`src/rtl/svc_soc_sim_lifecycle.sv`:
```
// SoC simulation run sequencer: holds the CPU in reset, runs it under a watchdog,
// drains UART traffic after the software exit request and reports a sticky end status.
//
// state   | meaning
// HOLD    | CPU held in reset after power-on
// RUN     | CPU running; cycle counter and watchdog active
// DRAIN   | exit requested; waiting for UART TX to go idle
// DONE    | normal completion; CPU frozen
// TIMEOUT | watchdog expired; CPU frozen
module svc_soc_sim_lifecycle #(
    parameter int unsigned RESET_CYCLES      = 16,
    parameter int unsigned WATCHDOG_CYCLES   = 1_000_000,
    parameter int unsigned DRAIN_IDLE_CYCLES = 64,
    parameter int unsigned DRAIN_MAX_CYCLES  = 200_000,
    parameter int unsigned CNT_W             = 32
) (
    input  logic             clk,
    input  logic             rst_n,
    output logic             cpu_rst_n,
    input  logic             halt_req,
    input  logic [7:0]       exit_code,
    input  logic             uart_busy,
    output logic             done,
    output logic             pass,
    output logic             timeout,
    output logic [7:0]       final_code,
    output logic [CNT_W-1:0] cycle_count
);

    localparam logic [31:0] HOLD_LAST  = 32'(RESET_CYCLES - 1);
    localparam logic [31:0] WD_LAST    = 32'(WATCHDOG_CYCLES - 1);
    localparam logic [31:0] IDLE_LAST  = 32'(DRAIN_IDLE_CYCLES - 1);
    localparam logic [31:0] DRAIN_LAST = 32'(DRAIN_MAX_CYCLES - 1);
    localparam bit          WD_EN      = (WATCHDOG_CYCLES != 0);

    typedef enum logic [2:0] {
        S_HOLD,
        S_RUN,
        S_DRAIN,
        S_DONE,
        S_TIMEOUT
    } state_t;

    state_t state, state_nxt;

    // One phase counter serves as hold timer, watchdog and drain cap; it restarts on every state change.
    logic [31:0]      phase_cnt, phase_nxt;
    logic [31:0]      idle_cnt, idle_nxt;
    logic             cpu_rst_n_nxt, done_nxt, pass_nxt, timeout_nxt;
    logic [7:0]       final_code_nxt;
    logic [CNT_W-1:0] cycle_count_nxt;

    always_ff @(posedge clk or negedge rst_n) begin
        if (!rst_n) begin
            state       <= S_HOLD;
            phase_cnt   <= '0;
            idle_cnt    <= '0;
            cpu_rst_n   <= 1'b0;
            done        <= 1'b0;
            pass        <= 1'b0;
            timeout     <= 1'b0;
            final_code  <= '0;
            cycle_count <= '0;
        end else begin
            state       <= state_nxt;
            phase_cnt   <= phase_nxt;
            idle_cnt    <= idle_nxt;
            cpu_rst_n   <= cpu_rst_n_nxt;
            done        <= done_nxt;
            pass        <= pass_nxt;
            timeout     <= timeout_nxt;
            final_code  <= final_code_nxt;
            cycle_count <= cycle_count_nxt;
        end
    end

    always_comb begin
        state_nxt       = state;
        phase_nxt       = phase_cnt + 32'd1;
        idle_nxt        = idle_cnt;
        cpu_rst_n_nxt   = cpu_rst_n;
        done_nxt        = done;
        pass_nxt        = pass;
        timeout_nxt     = timeout;
        final_code_nxt  = final_code;
        cycle_count_nxt = cycle_count;

        case (state)
            S_HOLD: begin
                cpu_rst_n_nxt = 1'b0;
                if (phase_cnt == HOLD_LAST) begin
                    state_nxt     = S_RUN;
                    phase_nxt     = '0;
                    cpu_rst_n_nxt = 1'b1;
                end
            end
            S_RUN: begin
                if (cycle_count != '1)
                    cycle_count_nxt = cycle_count + CNT_W'(1);
                // Exit request takes priority over a watchdog expiring in the same cycle.
                if (halt_req) begin
                    state_nxt      = S_DRAIN;
                    phase_nxt      = '0;
                    idle_nxt       = '0;
                    final_code_nxt = exit_code;
                end else if (WD_EN && (phase_cnt == WD_LAST)) begin
                    state_nxt      = S_TIMEOUT;
                    cpu_rst_n_nxt  = 1'b0;
                    done_nxt       = 1'b1;
                    pass_nxt       = 1'b0;
                    timeout_nxt    = 1'b1;
                    final_code_nxt = 8'hFF;
                end
            end
            S_DRAIN: begin
                idle_nxt = uart_busy ? '0 : idle_cnt + 32'd1;
                if ((!uart_busy && (idle_cnt == IDLE_LAST)) || (phase_cnt == DRAIN_LAST)) begin
                    state_nxt     = S_DONE;
                    cpu_rst_n_nxt = 1'b0;
                    done_nxt      = 1'b1;
                    pass_nxt      = (final_code == 8'h00);
                    timeout_nxt   = 1'b0;
                end
            end
            S_DONE, S_TIMEOUT: begin
                phase_nxt = phase_cnt;
            end
            default: begin
                state_nxt = S_HOLD;
            end
        endcase
    end

endmodule

```
`config.mk`:
```
export PLATFORM = sky130hd
export DESIGN_NAME = svc_soc_sim_lifecycle
export DESIGN_NICKNAME = d
export VERILOG_FILES = /design/src/rtl/svc_soc_sim_lifecycle.sv
export SDC_FILE = /design/constraint.sdc
export NUM_CORES = 1
export LEC_CHECK = 0
export CORE_ASPECT_RATIO = 1.75
export CORE_MARGIN = 4
export CORE_UTILIZATION = 24
export CTS_CLUSTER_DIAMETER = 80
export CTS_CLUSTER_SIZE = 14
export DETAILED_ROUTE_END_ITERATION = 8
export PLACE_DENSITY = 0.44
export RECOVER_POWER = 100
export SLEW_MARGIN = 5
export SYNTH_ARGS = -nofsm -noshare
export SYNTH_HDL_FRONTEND = slang
export SYNTH_SLANG_ARGS = --single-unit
```
`constraint.sdc`:
```
create_clock -name clk -period 2.59 [get_ports clk]
set_input_delay 0.259 -clock clk [delete_from_list [all_inputs] [get_ports clk]]
set_output_delay 0.259 -clock clk [all_outputs]
set_load 0.02 [all_outputs]
```
==> metrics.yaml <==
power:
  internal_power_uw: 2440
  swShare_pct: 23.7
  share_comb_of_total_power_pct: 2.2
  p_sw_uw: 759
  p_per_area_mw_per_mm2: 456
  power_frac_clock_pct: 43.2
  seqPwrFrac_pct: 54.7
  ir_drop_mv: 0.310
  power_leakage_uw: 0.00280
min_path:
  whs_path_depth: 1
  hold_start: "idle_cnt[13]$_DFFE_PN0P_"
  hold-path-endpoint: "idle_cnt[13]$_DFFE_PN0P_"
  hp-class: "flop to flop"
clock_tree:
  htree_levels: 3
  tritoncts: "done"
  ctsLongestPathBuffers: 2
  numCtsBuffers: 9
  postCtsSetupBuffers: 0
  root_buffer: "clkbuf_16"
  clkSinkCount: 111
  path_clk_slew_ns: 0.08
  clock_latency_ns: 0.36
critical_path:
  critPathSlowestCell: "dfrtp_1"
  cp_common_cell: "nor4_1"
  r2r_start: "phase_cnt[12]$_DFFE_PN0N_"
  critPathArrivalTime_ns: 2.54
  worstSetupPathType: "flop to flop"
  ff2ff_path_depth: 7
  path_max_fanout: 32
  path_cells: "nor4_1 -> nand2_1 -> nor4_1 -> clkbuf_1 -> o21a_1 -> clkbuf_4 -> o21ai_0"
  rrSetupSlack_ns: 0.28
  crit_cells: 7
  cp-start-kind: "flop"
  crit_family: "simple AND/OR/NAND/NOR gates"
  path_buf_inv: 2
  cp-end-kind: "flop"
  r2r-end: "phase_cnt[1]$_DFFE_PN0N_"
  cp.required_ns: 2.81
  cp_slowest_stage_delay_ns: 0.42
layout:
  drive_above_1_share_pct: 7.88
  final_nets: 670
  area_growth_pct: 21.0
  antennaDiodeCount: 0
sta:
  period_share_pct: 89.4
  tightest_slew_ns: 1.39
  rsz0062_at_grt: "no"
  hold_viol: 0
  finalSetupViolations: 0
  fin_skew_ns: 0.00835
  hold-worst-slack_ns: 0.495
  period_needed_ns: 2.31
  max_freq_mhz: 432
  setup_tns_ns: 0
  slew_headroom_pct: 7.37
  slew_viol_final: 0
route:
  first_pass_iters: 5
  totalWireLength_um: 15500
  vias: 4873
  via_per_inst: 5.03
  post-route-drc-count: 0
  wire_per_inst_um: 16.0
  final_antenna_net_count: 0
  dr.first_iter.drc_count: 360
die:
  initial_core_util_pct: 24.2
  row_count: 75
  ios: 56
  fp.dieH_um: 214
  fp.coreArea_sq_mm: 0.0239
  die_x_um: 125
  die_area_sq_mm: 0.0268
job:
  drv_cap: 0
synth:
  yosys_register_bits: 111
  syn_area_sq_mm: 0.00580
  yosys.area.top_type_share_pct: 47.9
  netlist_top_cells_area: "dfrtp_1, xnor2_1, nand4_1"
  ys_async_sr_fraction_pct: 100
  synth-edff-count: 0
  ys.flop_type: "dfrtp_1"
  synth_seq_area_share_pct: 47.9
  synth_cell_types: 60
  synthesis.nets: 613
  ys.warnings.count: 0
  yosysTopAreaCell: "dfrtp_1"
  avgSynthCellArea_sq_um: 9.69
  synthCells: 598
global_route:
  grt_pass1_wl_um: 25700
  grt.total_usage_pct: 11.8
  overflow: 0
  grt_pass1_vias: 5094
  antenna_found_initial: 0
  grt_max_degree: 53
status:
  status: "finished clean"
placed_design:
  portBuffers: 55
  dp_hpwl_um: 11300
  gp_congestion: 0.785
[cell families (layout without fill, tap and decap cells)]
logic type                 count (synthesis)  count (layout)  synth area share [%]
adders and majority gates                  3               3                 0.648
DFF                                      111             111                  47.9
buffers and inverters                     40             102                  3.11
xor gates and xnor gates                  57              57                  8.61
AOI/OAI and AO/OA                        112             112                  13.3
and+or+nand+nor                          272             272                  25.9
muxes                                      3               3                 0.540
[layout make-up]
| class | count | area, sq um |
|---|---|---|
| clock inverters | 7 | 62.6 |
| clock buffers | 9 | 225 |
| fillers | 2559 | 16900 |
| multi-input cells | 447 | 2820 |
| flip-flops and latches | 111 | 2780 |
| well taps | 308 | 385 |
| repair buffers | 77 | 706 |
| inverters | 9 | 33.8 |
[synthesized netlist by cell type, types with 2 or more instances]
| cell type | n |
|---|---|
| buf_2 | 14 |
| and4_1 | 8 |
| a41oi_1 | 9 |
| ha_1 | 3 |
| or3_1 | 11 |
| a21oi_1 | 14 |
| nand4_1 | 40 |
| nor2_1 | 49 |
| nor4_1 | 19 |
| xor2_1 | 26 |
| and2_1 | 11 |
| a22o_1 | 2 |
| mux2i_1 | 2 |
| o22a_1 | 9 |
| inv_1 | 9 |
| xnor2_1 | 31 |
| nand2_1 | 49 |
| a31o_2 | 3 |
| o211ai_1 | 2 |
| o41ai_1 | 3 |
| o21bai_1 | 2 |
| nor4_4 | 2 |
| clkbuf_1 | 13 |
| o21ai_0 | 42 |
| o31ai_1 | 5 |
| nand3_1 | 37 |
| a2111oi_2 | 2 |
| o21a_1 | 3 |
| dfrtp_1 | 111 |
| a31oi_1 | 10 |
| nand3b_1 | 2 |
| or4_1 | 3 |
| nand2b_1 | 2 |
| nor3_1 | 13 |
| and3_1 | 12 |
[per-layer routing]
layer	routed length, um	vias up	part of all wire (%)	GRT usage (%)
li1	-	2312	-	-
met1	5830	2436	38	11.9
met2	8830	106	57	23.7
met3	484	19	3.1	1.79
met4	307	0	2.0	4.98
met5	0	-	0	0
[state kept, by name, summed over array words and instances (netlist names)]
name         flops
cpu_rst_n        1
idle_cnt        32
final_code       8
pass             1
state            3
done             1
timeout          1
phase_cnt       32
cycle_count     32
[worst max-delay path by stage]
stage / endpoint / startpoint
finish: phase_cnt[1]$_DFFE_PN0N_ / phase_cnt[12]$_DFFE_PN0N_
global route: phase_cnt[1]$_DFFE_PN0N_ / phase_cnt[24]$_DFFE_PN0N_
CTS: cycle_count[26]$_DFFE_PN0P_ / cycle_count[0]$_DFFE_PN0P_
detailed placement: cycle_count[26]$_DFFE_PN0P_ / state[0]$_DFFE_PN0P_
global placement: cycle_count[26]$_DFFE_PN0P_ / state[0]$_DFFE_PN0P_
floorplan: cycle_count[26]$_DFFE_PN0P_ / cycle_count[0]$_DFFE_PN0P_
[power groups by stage]
stage               clock network [uW]  registers [uW]  logic (uW)
global placement                     0            1780        71.1
finish                            1380            1750        69.4
floorplan                            0            1780        10.6
global route                      1500            1750        80.0
CTS                               1450            1750        74.1
detailed placement                   0            1780        72.5
[stage by stage]
stage / power, uW / util, % / setup WS [ns] / cell area, sq um / std cells
detailed placement: 1860 / 28.3 / 0.391 / 6770 / 951
global placement: 1850 / 28.3 / 0.389 / 6770 / 951
floorplan: 1790 / - / 0.629 / 5800 / 598
global route: 3330 / 29.3 / 0.110 / 7010 / 968
finish: 3200 / 29.3 / 0.275 / 7010 / 968
CTS: 3270 / 29.5 / 0.376 / 7060 / 968
[placed cells by master, fill, tap and decap left out, drive strengths merged, types with 12 or more instances in the layout]
cell type	count
buf	14
or3	12
and2	12
nor2	49
a21oi	15
nor3	14
nand2	49
xor2	26
nand3	38
inv	14
xnor2	31
clkbuf	17
dfrtp	111
and3	12
nor4	21
nand4	40
dlygate4sd3	45
o21ai	42
[what timing repair did]
action,4_1_cts,5_1_grt
endpoints found under the hold margin,50,0
resized for setup,0,0
endpoints found under the setup margin,0,0
hold buffers,1,0
No activity file was read; power rests on OpenSTA's default activity.
